**src/rtl/alu_cmd_driver_if.sv**
```systemverilog
// Host command/response channels and ALU drive/return signals of the ALU command driver.
// The driver attaches through the slave modport; host and ALU models attach through master.
interface alu_cmd_driver_if;
  logic        cmd_valid;
  logic        cmd_ready;
  logic [1:0]  cmd_opcode;
  logic [7:0]  cmd_a;
  logic [7:0]  cmd_b;
  logic        rsp_valid;
  logic        rsp_ready;
  logic [15:0] rsp_result;
  logic        rsp_err;
  logic        alu_start;
  logic [1:0]  alu_opcode;
  logic [7:0]  alu_operand_A;
  logic [7:0]  alu_operand_B;
  logic [15:0] alu_result;
  logic        alu_done;

  modport slave (
    input  cmd_valid, cmd_opcode, cmd_a, cmd_b, rsp_ready, alu_result, alu_done,
    output cmd_ready, rsp_valid, rsp_result, rsp_err,
           alu_start, alu_opcode, alu_operand_A, alu_operand_B
  );

  modport master (
    output cmd_valid, cmd_opcode, cmd_a, cmd_b, rsp_ready, alu_result, alu_done,
    input  cmd_ready, rsp_valid, rsp_result, rsp_err,
           alu_start, alu_opcode, alu_operand_A, alu_operand_B
  );
endinterface

```
**src/rtl/alu_cmd_driver.sv**
```systemverilog
// Initiator-side sequencer for the 8-bit ALU: takes one host command at a time,
// pulses the ALU, waits fixed latency (ADD/SUB) or done/timeout (MUL/DIV), returns the result.
//
// state     | meaning
// IDLE      | ready for a host command
// ISSUE     | one-cycle start pulse to the ALU
// WAIT_FIX  | counting fixed ADD/SUB latency
// WAIT_DONE | waiting for alu_done or timeout
// RESP      | response held until the host accepts it
module alu_cmd_driver #(
  parameter int unsigned FIX_LAT = 2,
  parameter int unsigned TIMEOUT = 64,
  parameter bit          DIV_EN  = 1'b0
) (
  input  logic             clk,
  input  logic             rst_n,
  alu_cmd_driver_if.slave  bus,
  output logic             busy
);

  localparam logic [2:0] S_IDLE      = 3'd0;
  localparam logic [2:0] S_ISSUE     = 3'd1;
  localparam logic [2:0] S_WAIT_FIX  = 3'd2;
  localparam logic [2:0] S_WAIT_DONE = 3'd3;
  localparam logic [2:0] S_RESP      = 3'd4;

  localparam logic [7:0] FIX_TC = 8'(FIX_LAT - 1);
  localparam logic [7:0] TO_TC  = 8'(TIMEOUT - 1);

  logic [2:0] state;
  logic [7:0] cnt;
  logic       done_seen;
  logic       reject_op;
  logic [7:0] cnt_inc;

  assign reject_op = (bus.cmd_opcode == 2'b11) && !DIV_EN;
  assign cnt_inc   = (cnt == 8'hFF) ? cnt : cnt + 8'd1;

  // Handshake and start outputs decode straight from state so reset clears them at once.
  assign bus.cmd_ready = (state == S_IDLE);
  assign bus.rsp_valid = (state == S_RESP);
  assign bus.alu_start = (state == S_ISSUE);
  assign busy          = (state != S_IDLE);

  always_ff @(posedge clk or negedge rst_n) begin
    if (!rst_n) begin
      state             <= S_IDLE;
      cnt               <= 8'd0;
      done_seen         <= 1'b0;
      bus.alu_opcode    <= 2'd0;
      bus.alu_operand_A <= 8'd0;
      bus.alu_operand_B <= 8'd0;
      bus.rsp_result    <= 16'd0;
      bus.rsp_err       <= 1'b0;
    end else begin
      case (state)
        S_IDLE: begin
          if (bus.cmd_valid) begin
            bus.alu_opcode    <= bus.cmd_opcode;
            bus.alu_operand_A <= bus.cmd_a;
            bus.alu_operand_B <= bus.cmd_b;
            bus.rsp_result    <= 16'd0;
            bus.rsp_err       <= reject_op;
            state             <= reject_op ? S_RESP : S_ISSUE;
          end
        end
        S_ISSUE: begin
          cnt       <= 8'd0;
          // A done already present alongside the start pulse is kept, not filtered.
          done_seen <= bus.alu_done;
          state     <= bus.alu_opcode[1] ? S_WAIT_DONE : S_WAIT_FIX;
        end
        S_WAIT_FIX: begin
          if (cnt == FIX_TC) begin
            bus.rsp_result <= bus.alu_result;
            bus.rsp_err    <= 1'b0;
            state          <= S_RESP;
          end else begin
            cnt <= cnt_inc;
          end
        end
        S_WAIT_DONE: begin
          if (bus.alu_done || done_seen) begin
            bus.rsp_result <= bus.alu_result;
            bus.rsp_err    <= 1'b0;
            state          <= S_RESP;
          end else if (cnt == TO_TC) begin
            bus.rsp_result <= 16'd0;
            bus.rsp_err    <= 1'b1;
            state          <= S_RESP;
          end else begin
            cnt <= cnt_inc;
          end
        end
        S_RESP: begin
          if (bus.rsp_ready) state <= S_IDLE;
        end
        default: state <= S_IDLE;
      endcase
    end
  end

endmodule

```
**src/flat_wrapper.sv**
```systemverilog
// flat-port wrapper written by rule: the top's interface ports become plain ports
module alu_cmd_driver_flat 
#(
  parameter int unsigned FIX_LAT = 2,
  parameter int unsigned TIMEOUT = 64,
  parameter bit          DIV_EN  = 1'b0
)
  (clk, rst_n, busy, bus_cmd_valid, bus_cmd_opcode, bus_cmd_a, bus_cmd_b, bus_rsp_ready, bus_alu_result, bus_alu_done, bus_cmd_ready, bus_rsp_valid, bus_rsp_result, bus_rsp_err, bus_alu_start, bus_alu_opcode, bus_alu_operand_A, bus_alu_operand_B);
  alu_cmd_driver_if bus_i ();
  input  logic clk;
  input  logic rst_n;
  output logic busy;
  input wire logic [$bits(bus_i.cmd_valid)-1:0] bus_cmd_valid;
  input wire logic [$bits(bus_i.cmd_opcode)-1:0] bus_cmd_opcode;
  input wire logic [$bits(bus_i.cmd_a)-1:0] bus_cmd_a;
  input wire logic [$bits(bus_i.cmd_b)-1:0] bus_cmd_b;
  input wire logic [$bits(bus_i.rsp_ready)-1:0] bus_rsp_ready;
  input wire logic [$bits(bus_i.alu_result)-1:0] bus_alu_result;
  input wire logic [$bits(bus_i.alu_done)-1:0] bus_alu_done;
  output wire logic [$bits(bus_i.cmd_ready)-1:0] bus_cmd_ready;
  output wire logic [$bits(bus_i.rsp_valid)-1:0] bus_rsp_valid;
  output wire logic [$bits(bus_i.rsp_result)-1:0] bus_rsp_result;
  output wire logic [$bits(bus_i.rsp_err)-1:0] bus_rsp_err;
  output wire logic [$bits(bus_i.alu_start)-1:0] bus_alu_start;
  output wire logic [$bits(bus_i.alu_opcode)-1:0] bus_alu_opcode;
  output wire logic [$bits(bus_i.alu_operand_A)-1:0] bus_alu_operand_A;
  output wire logic [$bits(bus_i.alu_operand_B)-1:0] bus_alu_operand_B;
  assign bus_i.cmd_valid = bus_cmd_valid;
  assign bus_i.cmd_opcode = bus_cmd_opcode;
  assign bus_i.cmd_a = bus_cmd_a;
  assign bus_i.cmd_b = bus_cmd_b;
  assign bus_i.rsp_ready = bus_rsp_ready;
  assign bus_i.alu_result = bus_alu_result;
  assign bus_i.alu_done = bus_alu_done;
  assign bus_cmd_ready = bus_i.cmd_ready;
  assign bus_rsp_valid = bus_i.rsp_valid;
  assign bus_rsp_result = bus_i.rsp_result;
  assign bus_rsp_err = bus_i.rsp_err;
  assign bus_alu_start = bus_i.alu_start;
  assign bus_alu_opcode = bus_i.alu_opcode;
  assign bus_alu_operand_A = bus_i.alu_operand_A;
  assign bus_alu_operand_B = bus_i.alu_operand_B;
  alu_cmd_driver #(.FIX_LAT(FIX_LAT), .TIMEOUT(TIMEOUT), .DIV_EN(DIV_EN)) u_core (.clk(clk), .rst_n(rst_n), .bus(bus_i), .busy(busy));
endmodule
```
**config.mk**
```make
export PLATFORM = sky130hd
export DESIGN_NAME = alu_cmd_driver_flat
export DESIGN_NICKNAME = d
export VERILOG_FILES = /design/src/rtl/alu_cmd_driver_if.sv /design/src/rtl/alu_cmd_driver.sv /design/src/flat_wrapper.sv
export SDC_FILE = /design/constraint.sdc
export NUM_CORES = 1
export LEC_CHECK = 0
export BUFFER_PORTS_ARGS = -buffer_cell sky130_fd_sc_hd__buf_2
export CORE_AREA = 2 2 73 75
export DETAILED_ROUTE_END_ITERATION = 12
export DIE_AREA = 0 0 75 77
export PLACE_DENSITY = 0.74
export SYNTH_ARGS = -nofsm -noshare
export SYNTH_HDL_FRONTEND = slang
export SYNTH_SLANG_ARGS = --single-unit
```
**constraint.sdc**
```tcl
create_clock -name clk -period 1.9 [get_ports clk]
set_input_delay 0.19 -clock clk [delete_from_list [all_inputs] [get_ports clk]]
set_output_delay 0.19 -clock clk [all_outputs]
set_load 0.05 [all_outputs]
```
# Word-level counts from Yosys, hierarchy flattened
# Index checks and enable logic that the tools add are counted.
dict set report totals {
  elab_cells 56
  register_bits 47
  inputBits 39
  output_inout_bits 39
}
dict set report classes {
  reduce_logical 9
  n_addsub 1
  n_mux 23
  eq_ne 15
}
# operator n
set ops {}
lappend ops {{$mux 16} 4}
lappend ops {{$pmux 16 s3} 1}
lappend ops {{$mux 8} 4}
lappend ops {{$pmux 8 s3} 1}
lappend ops {{$mux 3} 6}
lappend ops {{$pmux 3 s5} 1}
lappend ops {{$reduce_and 4->1} 3}
lappend ops {{$ne 2x2->1 const B} 5}
lappend ops {{$reduce_bool 3->1} 3}
lappend ops {{$add 8x1->8 const B} 1}
lappend ops {{$eq 8x1->1 const B} 1}
lappend ops {{$eq 8x6->1 const B} 1}
lappend ops {{$eq 8x8->1 const B} 1}
lappend ops {{$eq 3x2->1 const B} 2}
lappend ops {{$mux 1} 5}
lappend ops {{$eq 3x1->1 const B} 1}
lappend ops {{$eq 3x3->1 const B} 1}
lappend ops {{$logic_not 3->1} 1}
lappend ops {{$ne 3x1->1 const B} 1}
lappend ops {{$pmux 1 s3} 1}
lappend ops {{$eq 2x2->1 const B} 1}
lappend ops {{$ne 2x1->1 const B} 1}
lappend ops {{$reduce_and 2->1} 1}
lappend ops {{$logic_or 1x1->1} 1}

# Depth between registers and ports, before layout
# Gate-level depths: netlist (run 1).
dict set report depth {
  depth_word 5
  ltp_mapped 9
  mapped_depth_nobuf 7
}

# Worst setup path after synthesis (run 1)
# No wires, ideal clock.
dict set report synth_path {
  path_type {reg2reg}
  start {register u_core.state[2]}
  end {register u_core.bus.alu_opcode[0] (netlist name)}
  setup_time_ns 0.128
  path_slack_ns -0.337
  arrival_time_ns 2.109
  n_path_buf 2
  path_stages_with_launch 7
  cell_sequence {dfrtp_1 or3_1 inv_2 and2_1 buf_4 buf_4 mux2_1}
}
dict set report synth_between {
  elab_chain_len 2
}
# item line_no
set synth_rtl {}
lappend synth_rtl {{from (decl)} alu_cmd_driver.sv:30} ;# logic [2:0] state;
lappend synth_rtl {{from (signal assigned)} alu_cmd_driver.sv:64} ;# state <= reject_op ? S_RESP : S_ISSUE;
lappend synth_rtl {{from (signal assigned)} alu_cmd_driver.sv:71} ;# state <= bus.alu_opcode[1] ? S_WAIT_DONE : S_WAIT_FIX;
lappend synth_rtl {{$logic_not 3->1} -}
lappend synth_rtl {{via bus_cmd_ready} flat_wrapper.sv:20} ;# output wire logic [$bits(bus_i.cmd_ready)-1:0] bus_cmd_ready;
lappend synth_rtl {{$reduce_and 2->1 (no source line)} -}
lappend synth_rtl {{to (signal assigned)} alu_cmd_driver.sv:59} ;# bus.alu_opcode <= bus.cmd_opcode;
lappend synth_rtl {{to (decl)} alu_cmd_driver_if.sv:23} ;# alu_start, alu_opcode, alu_operand_A, alu_operand_B
# The timed path passes the listed nets, and every way through them passes these cells.
# A chain may end at the register's enable or synchronous reset.

# Final worst setup path (run 1)
dict set report layout_path {
  start {register u_core.state[0]}
  end {register u_core.cnt[0]}
}
dict set report layout_between {
  elab_chain_len 3
  word_cells_on_any_way 9
  cone_classes {6 x eq/ne; 1 x mux; 2 x reduce/logical}
}
# item line_no
set layout_rtl {}
lappend layout_rtl {{$eq 3x2->1 / $eq 3x1->1 (equally long branches)} alu_cmd_driver.sv:56} ;# case (state)
lappend layout_rtl {{$ne 2x2->1 (no source line) / $reduce_bool 3->1 (equally long branches)} -}
lappend layout_rtl {{$reduce_and 4->1 (no source line)} -}
lappend layout_rtl {{to (signal assigned)} alu_cmd_driver.sv:79} ;# cnt <= cnt_inc;
lappend layout_rtl {{to (signal assigned)} alu_cmd_driver.sv:92} ;# cnt <= cnt_inc;
lappend layout_rtl {{to (decl)} alu_cmd_driver.sv:31} ;# logic [7:0] cnt;
# Several ways; a longest one is shown, not always the timed one.

==> out/results.txt, run 1 <==
EDFF count, synth - 0
Pins over their slew limit - 0
Clk slew on worst S/H paths - 80 ps
Yosys cell types - 48
Post-CTS setup repair buffer count - 0
Int Power - 2.635 mW
Met1 track demand over resource - 0.2159
RSZ-0062 raised after global routing - no
Synthesized flop and latch total - 47
Synthesized area per cell - 12.56 µm²
Gr ovfl total - 0
Chip height - 77 µm
Met2 Track Usage GR - 0.2491
Worst Hold Class - input port to register
# diodes - 0
Via count - 1,701
Worst Setup Start Kind - register
Largest net degree at the start of global routing - 48
Post-layout min period - 1804 ps
WL/cell - 13.51 µm
Max VDD drop - 0.9411 mV
Crit Path Max Fanout - 7
Gr busiest metal - met2
Via density - 5.155
F_max - 554.2 MHz
Hold EP - u_core.bus.alu_operand_A[2]$_DFFE_PN0P_
Area leader, netlist - dfrtp_1
Die W - 75 µm
Placed Instances - 320
Reg2reg end - u_core.cnt[0]$_DFFE_PN0P_
TritonRoute pass-1 iters - 4
WP data arrival - 1980 ps
Initial DRC count - 73
Pwr/cell area - 1925 nW/µm²
Initial core utilization - 0.4316
Core area - 4977 µm²
Port bufs - 77
Final Net Count - 300
Crit-path slowest cell - dfrtp_1
CTS H-Tree Depth - 2
Met3 usage - 0.03679
Initial antenna violation count - 0
Post-DRT Antenna Nets - 0
Crit-path max cell delay - 470 ps
Worst path depth - 5
I/O Pins - 78
Seq/Total Area, Yosys - 0.5475
WL final - 4458 µm
WHS Path Cells - 2
Tcrit/Tclk final - 0.9497
RR Startpoint - u_core.state[0]$_DFFE_PN0P_
HP Start - bus_cmd_a[2]
CTS tree - yes
Reg power frac - 0.304
Finished Layout Cells - 330
Crit path kind - register to register
Top delay family on crit path - compound AO/OA/AOI/OAI gates
CTS Buf Count - 5
Slew margin rel. - 0.6249
CTS max path bufs - 2
# rows - 26
Reg2reg setup slack - 100 ps
Combinational share of power - 0.580
Required @ worst endpoint - 2070 ps
Worst Reg-to-Reg Cells - 5
Final core occ - 0.5611
Synth warn - 0
Mapped cell area - 2148 µm²
CP cell instances - or3b_1, a2111o_1, o21ai_4, or2_4, o21ai_1
Clock Skew - 10.25 ps
Status - finished, final reports clean
Layout area overhead - 29.99%
Buf/Inv on CP - 0
Share of cells above drive strength 1 - 0.4654
CTS root buf - clkbuf_8
Clk_lat worst skew - 300 ps
Hold Vio Cnt, Final - 0
Sink Count - 47
Crit end category - register
Setup violations, final - 0
Setup TNS Final - 0 ps
First-pass GRT wire length - 7320 µm
Top post-synthesis cells by area - dfrtp_1 55%, a22o_1 6.1%, mux2_1 5.2%
Total Routing Usage GR - 0.1631
Max cap viols - 0
Worst-margin pin slew - 562.7 ps
Synth Flop Type - dfrtp_1
Synth Instances - 171
Hpwl dp - 3331 µm
RD Place Congestion - 0.8926
Die area - 5775 µm²
DRC - 0
Sw Share - 0.5098
Syn nets - 212
Async SR Flop Fraction - 1.000
Clock share of power - 0.116
NetSw - 2.741 mW
Area share of the largest cell type after synthesis - 0.5475
Leak - 1.404 nW
Number of global-route vias before repair - 1,602
==> repair_timing <==
item,CTS,global route
resized for setup,0,4
hold endpoints to repair,39,0
setup endpoints to repair,0,17
hold buffers,1,0
==> Yosys cell counts (2+ instances only) <==
master,n
o21ai_1,3
ha_1,2
inv_1,6
a22o_1,15
and3_1,6
buf_8,2
nand3_1,5
buf_2,2
o31ai_2,3
nor3_1,2
o21ai_0,5
mux2_1,10
nor2_1,6
a21oi_1,2
nand2b_1,3
dfrtp_1,47
and2_1,3
a311oi_2,2
nand2_1,8
mux2_2,9
buf_4,3
==> per-stage QoR <==
stage          hold slack, ps  setup slack [ps]  power, mW  cell area, µm²
5_1_grt                 94.79             7.079      5.683            2793
4_1_cts                 93.41             68.90      5.366            2765
2_1_floorplan          -105.6             24.09      4.098            2170
3_3_place_gp            308.0             103.1      4.706            2660
3_5_place_dp            312.9             93.00      4.739            2660
6_report                100.3             95.57      5.375            2793
==> cell type report <==
class,count,area (µm²)
fill,454,2185
sequential,47,1177
multi-input combinational,110,915.9
timing repair buffer,88,483.0
tap,70,87.58
clock buffer,7,86.33
inverter,7,33.78
clock inverter,1,8.758
==> kinds of logic after synthesis <==
| group | after synthesis | share of synthesized area |
|---|---|---|
| buf+inv | 15 | 0.04309 |
| mux | 19 | 0.09959 |
| compound gates | 45 | 0.1829 |
| flops | 47 | 0.5475 |
| fa+ha+maj | 2 | 0.01165 |
| simple gates | 43 | 0.1153 |
==> registers in the layout (all words and copies together) (netlist names) <==
name and cells:
u_core.bus.alu_opcode 2, u_core.cnt 8, u_core.bus.alu_operand_B 8, u_core.bus.rsp_err 1, u_core.done_seen 1, u_core.bus.alu_operand_A 8, u_core.bus.rsp_result 16, u_core.state 3
==> worst register-to-register path, cell delays in order (launching register included) <==
cell and delay [ps]:
dfrtp_1 470, or3b_1 370, a2111o_1 450, o21ai_4 110, or2_4 200, o21ai_1 80
==> power groups by stage <==
stage / registers [mW] / logic (mW) / clock network [mW]
2_1_floorplan: 2.87 / 1.23 / 0
3_3_place_gp: 1.65 / 3.05 / 0
3_5_place_dp: 1.65 / 3.09 / 0
4_1_cts: 1.64 / 3.09 / 0.638
5_1_grt: 1.70 / 3.30 / 0.681
6_report: 1.64 / 3.12 / 0.621
==> how the worst max path moves through the flow <==
stage | from | to | slack, ps
global route | u_core.state[0]$_DFFE_PN0P_ | u_core.bus.rsp_err$_DFFE_PN0P_ | 7
floorplan | u_core.state[2]$_DFFE_PN0P_ | u_core.bus.alu_opcode[0]$_DFFE_PN0P_ | 20
CTS | u_core.state[0]$_DFFE_PN0P_ | u_core.bus.rsp_err$_DFFE_PN0P_ | 70
detailed placement | u_core.cnt[0]$_DFFE_PN0P_ | u_core.bus.rsp_err$_DFFE_PN0P_ | 90
global placement | u_core.state[0]$_DFFE_PN0P_ | u_core.cnt[2]$_DFFE_PN0P_ | 100
finish | u_core.state[0]$_DFFE_PN0P_ | u_core.cnt[0]$_DFFE_PN0P_ | 100
==> routing by layer <==
metal,share of wire,up-vias
met4,0.021,0
met2,0.48,47
met5,0,-
met3,0.050,10
met1,0.45,833
li1,-,811
==> layout by cell type (no fill, tap or decap), drive strengths merged, types with 2 or more instances in the layout <==
cell | synthesis | layout
buf | 7 | 87
dfrtp | 47 | 47
mux2 | 19 | 19
a22o | 15 | 15
o21ai | 9 | 9
nand2 | 8 | 8
inv | 7 | 7
clkbuf | 1 | 7
nor2 | 6 | 6
and3 | 6 | 6
nand3 | 5 | 5
nand2b | 4 | 5
o31ai | 4 | 4
and2 | 3 | 3
a311oi | 2 | 2
a21oi | 2 | 2
ha | 2 | 2
nor3 | 2 | 2
or3b | 2 | 2
or2 | 2 | 2
Power figures use the tool's default switching activity.
==> run 2, diff against run 1 <==
ABC_AREA = 1   (was unset)
CORE_AREA = 2 2 76 78   (was 2 2 73 75)
DIE_AREA = 0 0 78 80   (was 0 0 75 77)
==> run 2 against run 1 <==
  * The run now ends with hold timing left
  * Final area is 6.3% higher
  * First-iteration DRC count is 16% higher
  * Clock power is 25% higher
  * Clock-buffer cell count is 1 lower
  * Register-to-register slack better by 60 ps
  * Fmax is 3.5% higher
  * Critical path depth is 4 higher
  * Power is 3.7% higher
  * Die area is 8.1% higher
  * Core utilization is 1.2 points lower
  * Critical endpoint is now u_core.bus.rsp_result[15]$_DFFE_PN0P_
  * Largest power group unchanged
==> out/results.txt, run 2 <==
DRC - 0 (unchanged)
Crit-path slowest cell - dfrtp_1 (unchanged)
CTS Buf Count - 5 (unchanged)
Synth Flop Type - dfrtp_1 (unchanged)
Async SR Flop Fraction - 1.000 (unchanged)
CTS tree - yes (unchanged)
EDFF count, synth - 0 (unchanged)
Synth top cells by count - 107 x nand2_1, 47 x dfrtp_1, 43 x nand3_1 (was 47 x dfrtp_1, 15 x a22o_1, 10 x mux2_1)
CTS root buf - clkbuf_8 (unchanged)
Mux share of post-synthesis cell area - 0 (was 0.09959)
Slew margin rel. - 0.5497 (was 0.6249)
Synth warn - 0 (unchanged)
RR Startpoint - u_core.cnt[1]$_DFFE_PN0P_ (was u_core.state[0]$_DFFE_PN0P_)
Max reg flops - 16 (unchanged)
F_max - 573.4 MHz (was 554.2 MHz)
Pwr/cell area - 1877 nW/µm² (was 1925 nW/µm²)
Setup violations, final - 0 (unchanged)
Area of the multi-input gates - 1051 µm² (was 915.9 µm²)
Status - finished with violations (was finished, final reports clean)
Tcrit/Tclk final - 0.9179 (was 0.9497)
Area share of the largest cell type after synthesis - 0.4914 (was 0.5475)
Post-layout min period - 1744 ps (was 1804 ps)
Pins over their slew limit - 0 (unchanged)
Largest family of logic cells by synthesized area - simple AND/OR/NAND/NOR gates (was compound AO/OA/AOI/OAI gates)
Synthesized flop and latch total - 47 (unchanged)
CTS max path bufs - 2 (unchanged)
Violated checks - hold timing
Clk_lat worst skew - 300 ps (about the same)
# rows - 27 (was 26)
Total power - 5.573 mW (was 5.375 mW)
Crit end category - register (unchanged)
Chip height - 80 µm (was 77 µm)
Synth Instances - 319 (was 171)
Reg2reg end - u_core.bus.rsp_result[15]$_DFFE_PN0P_ (was u_core.cnt[0]$_DFFE_PN0P_)
WL final - 5535 µm (was 4458 µm)
Layout area overhead - 24.05% (was 29.99%)
Setup TNS Final - 0 ps (unchanged)
CP cell instances - inv_1, ha_1, nand2_1, nor2_1, nor2_2, nor2_4, nand2_4, nand2_1, nand2_1 (was or3b_1, a2111o_1, o21ai_4, or2_4, o21ai_1)
Number of global-route vias before repair - 2,026 (was 1,602)
Required @ worst endpoint - 2090 ps (was 2070 ps)
Pre-CTS setup slack - 175.8 ps (was 93.00 ps)
Hold slack - -23.22 ps (was 100.3 ps)
Hpwl dp - 3890 µm (was 3331 µm)
Max VDD drop - 1.113 mV (was 0.9411 mV)
Die W - 78 µm (was 75 µm)
# diodes - 0 (unchanged)
Most frequent CP cell - nand2_1
Hold Vio Cnt, Final - 47 (was 0)
Simple-gate share of the synthesized area - 0.3633 (was 0.1153)
Clock share of power - 0.140 (was 0.116)
Storage cell area - 1176 µm² (was 1177 µm²)
Reg power frac - 0.294 (was 0.304)
Gr ovfl total - 0 (unchanged)
I/O Pins - 78 (unchanged)
Area leader, netlist - dfrtp_1 (unchanged)
Hold-fix buffers, CTS - 0 (was 1)
Fin worst setup slack - 156.0 ps (was 95.57 ps)
Commonest non-fill, non-tap cell in the layout - nand2_1 (was buf_2)
Port bufs - 77 (unchanged)
Clock Skew - 5.939 ps (was 10.25 ps)
RD Place Congestion - 0.8681 (was 0.8926)
Worst Setup Start Kind - register (unchanged)
Largest net degree at the start of global routing - 48 (unchanged)
Initial core utilization - 0.4428 (was 0.4316)
Seq/Total Area, Yosys - 0.4914 (was 0.5475)
Combinational share of power - 0.567 (was 0.580)
Worst Reg-to-Reg Cells - 9 (was 5)
Max cap viols - 0 (unchanged)
Via density - 4.797 (was 5.155)
Sink Count - 47 (unchanged)
Clk slew on worst S/H paths - 90 ps (was 80 ps)
Syn nets - 360 (was 212)
Top post-synthesis cells by area - dfrtp_1 49%, nand2_1 17%, nand3_1 9.0% (was dfrtp_1 55%, a22o_1 6.1%, mux2_1 5.2%)
Worst-margin pin slew - 675.4 ps (was 562.7 ps)
WP data arrival - 1940 ps (was 1980 ps)
Synth Area in Adders - 0.01045 (was 0.01165)
Total Routing Usage GR - 0.1850 (was 0.1631)
Post-DRT Antenna Nets - 0 (unchanged)
Int Power - 2.516 mW (was 2.635 mW)
Synth Area in Compound Gates - 0.06012 (was 0.1829)
RSZ-0062 raised after global routing - no (unchanged)
Count leader, synth - nand2_1 (was dfrtp_1)
CTS H-Tree Depth - 2 (unchanged)
Fillers - 546 (was 454)
Reg2reg setup slack - 160 ps (was 100 ps)
Yosys cell types - 25 (was 48)
Crit Path Max Fanout - 18 (was 7)
Initial antenna violation count - 0 (unchanged)
WL/cell - 11.80 µm (was 13.51 µm)
Post-Synth XOR/XNOR Area - 0 (unchanged)
Final Net Count - 437 (was 300)
Mapped cell area - 2394 µm² (was 2148 µm²)
Initial DRC count - 85 (was 73)
Crit path kind - register to register (unchanged)
TritonRoute pass-1 iters - 5 (was 4)
Crit-path max cell delay - 410 ps (was 470 ps)
Reg with most FFs - u_core.bus.rsp_result (unchanged)
Final core occ - 0.5493 (was 0.5611)
Core area - 5405 µm² (was 4977 µm²)
Share of cells above drive strength 1 - 0.2771 (was 0.4654)
Leak - 1.721 nW (was 1.404 nW)
Most frequent cells in the layout - 106 x nand2_1, 76 x buf_2, 47 x dfrtp_1, 43 x nand3_1, 39 x nor2_1 (was 77 x buf_2, 46 x dfrtp_1, 15 x a22o_1, 10 x mux2_1)
Synthesized area per cell - 7.503 µm² (was 12.56 µm²)
Die area - 6240 µm² (was 5775 µm²)
Worst Hold Class - input port to async pin (was input port to register)
First-pass GRT wire length - 9252 µm (was 7320 µm)
NetSw - 3.056 mW (was 2.741 mW)
Via count - 2,250 (was 1,701)
Sw Share - 0.5484 (was 0.5098)
==> run 2: changes by cell type in the layout (fill, tap and decap cells not counted), moves of 6 or more <==
cell     change
nand2_1     +98
nand3_1     +38
nor2_1      +33
inv_1       +19
a22o_1      -15
mux2_1      -10
mux2_2       -9
o21ai_0      +8
and3_1       -6
==> run 2: stage by stage <==
| step | cell area (µm²) | instances | hold slack (ps) |
|---|---|---|---|
| final | 2969 | 469 | -23.22 |
| after global routing | 2969 | 469 | 44.81 |
| after CTS | 2964 | 469 | 2.165 |
| after detailed placement | 2843 | 461 | 323.5 |
| after global placement | 2843 | 461 | 320.8 |
| after floorplan | 2404 | 319 | -105.6 |
==> run 2: cells by family after synthesis <==
logic type	Yosys count
compound gates	25
fa+ha+maj	2
buf+inv	41
flops	47
simple gates	204
==> run 2: worst max path at each step <==
| stage | startpoint | end | slack [ps] | depth (start not counted) |
|---|---|---|---|---|
| 3_5_place_dp | u_core.cnt[1]$_DFFE_PN0P_ | u_core.bus.rsp_result[15]$_DFFE_PN0P_ | 180 | 9 |
| 2_1_floorplan | u_core.state[0]$_DFFE_PN0P_ | u_core.bus.alu_opcode[0]$_DFFE_PN0P_ | 70 | 7 |
| 5_1_grt | u_core.cnt[1]$_DFFE_PN0P_ | u_core.bus.rsp_result[6]$_DFFE_PN0P_ | 20 | 9 |
| 6_report | u_core.cnt[1]$_DFFE_PN0P_ | u_core.bus.rsp_result[15]$_DFFE_PN0P_ | 160 | 9 |
| 4_1_cts | u_core.state[0]$_DFFE_PN0P_ | bus_cmd_ready | 110 | 4 |
| 3_3_place_gp | u_core.cnt[1]$_DFFE_PN0P_ | u_core.bus.rsp_result[15]$_DFFE_PN0P_ | 190 | 9 |
==> run 2: final cells by class <==
| class | count | share of cell area |
|---|---|---|
| clock inverters | 2 | 0.01306 |
| inverters | 30 | 0.03793 |
| multi-input cells | 231 | 0.3540 |
| flip-flops and latches | 47 | 0.3961 |
| clock buffers | 6 | 0.02781 |
| repair buffers | 81 | 0.1408 |
| well taps | 72 | 0.03034 |
==> run 2: what timing repair did <==
item / 4_1_cts / 5_1_grt
setup buffers: 0 / 0
endpoints found under the hold margin: 0 / 0
gates resized for setup: 0 / 3
endpoints found under the setup margin: 0 / 10
==> run 2: metal layers <==
| layer | global-route usage | routed length [µm] | share of wire | vias up |
|---|---|---|---|---|
| li1 | - | - | - | 1152 |
| met1 | 0.2496 | 2598 | 0.47 | 1016 |
| met2 | 0.2948 | 2515 | 0.45 | 74 |
| met3 | 0.03846 | 342 | 0.062 | 8 |
| met4 | 0.06842 | 78 | 0.014 | 0 |
| met5 | 0 | 0 | 0 | - |
==> run 2: critical path: cells and delay by family, from the launching register on <==
kind / cells / cell delay (ps)
adders and majority gates: 1 / 150
DFF: 1 / 410
buffers and inverters: 1 / 70
and+or+nand+nor: 7 / 1020
==> run 2: power by group through the flow <==
stage	sequential [mW]	clock (mW)	combinational, mW
3_5_place_dp	1.64	0	3.16
4_1_cts	1.63	0.797	3.16
3_3_place_gp	1.64	0	3.12
6_report	1.64	0.778	3.16
5_1_grt	1.68	0.848	3.40
2_1_floorplan	2.82	0	1.29
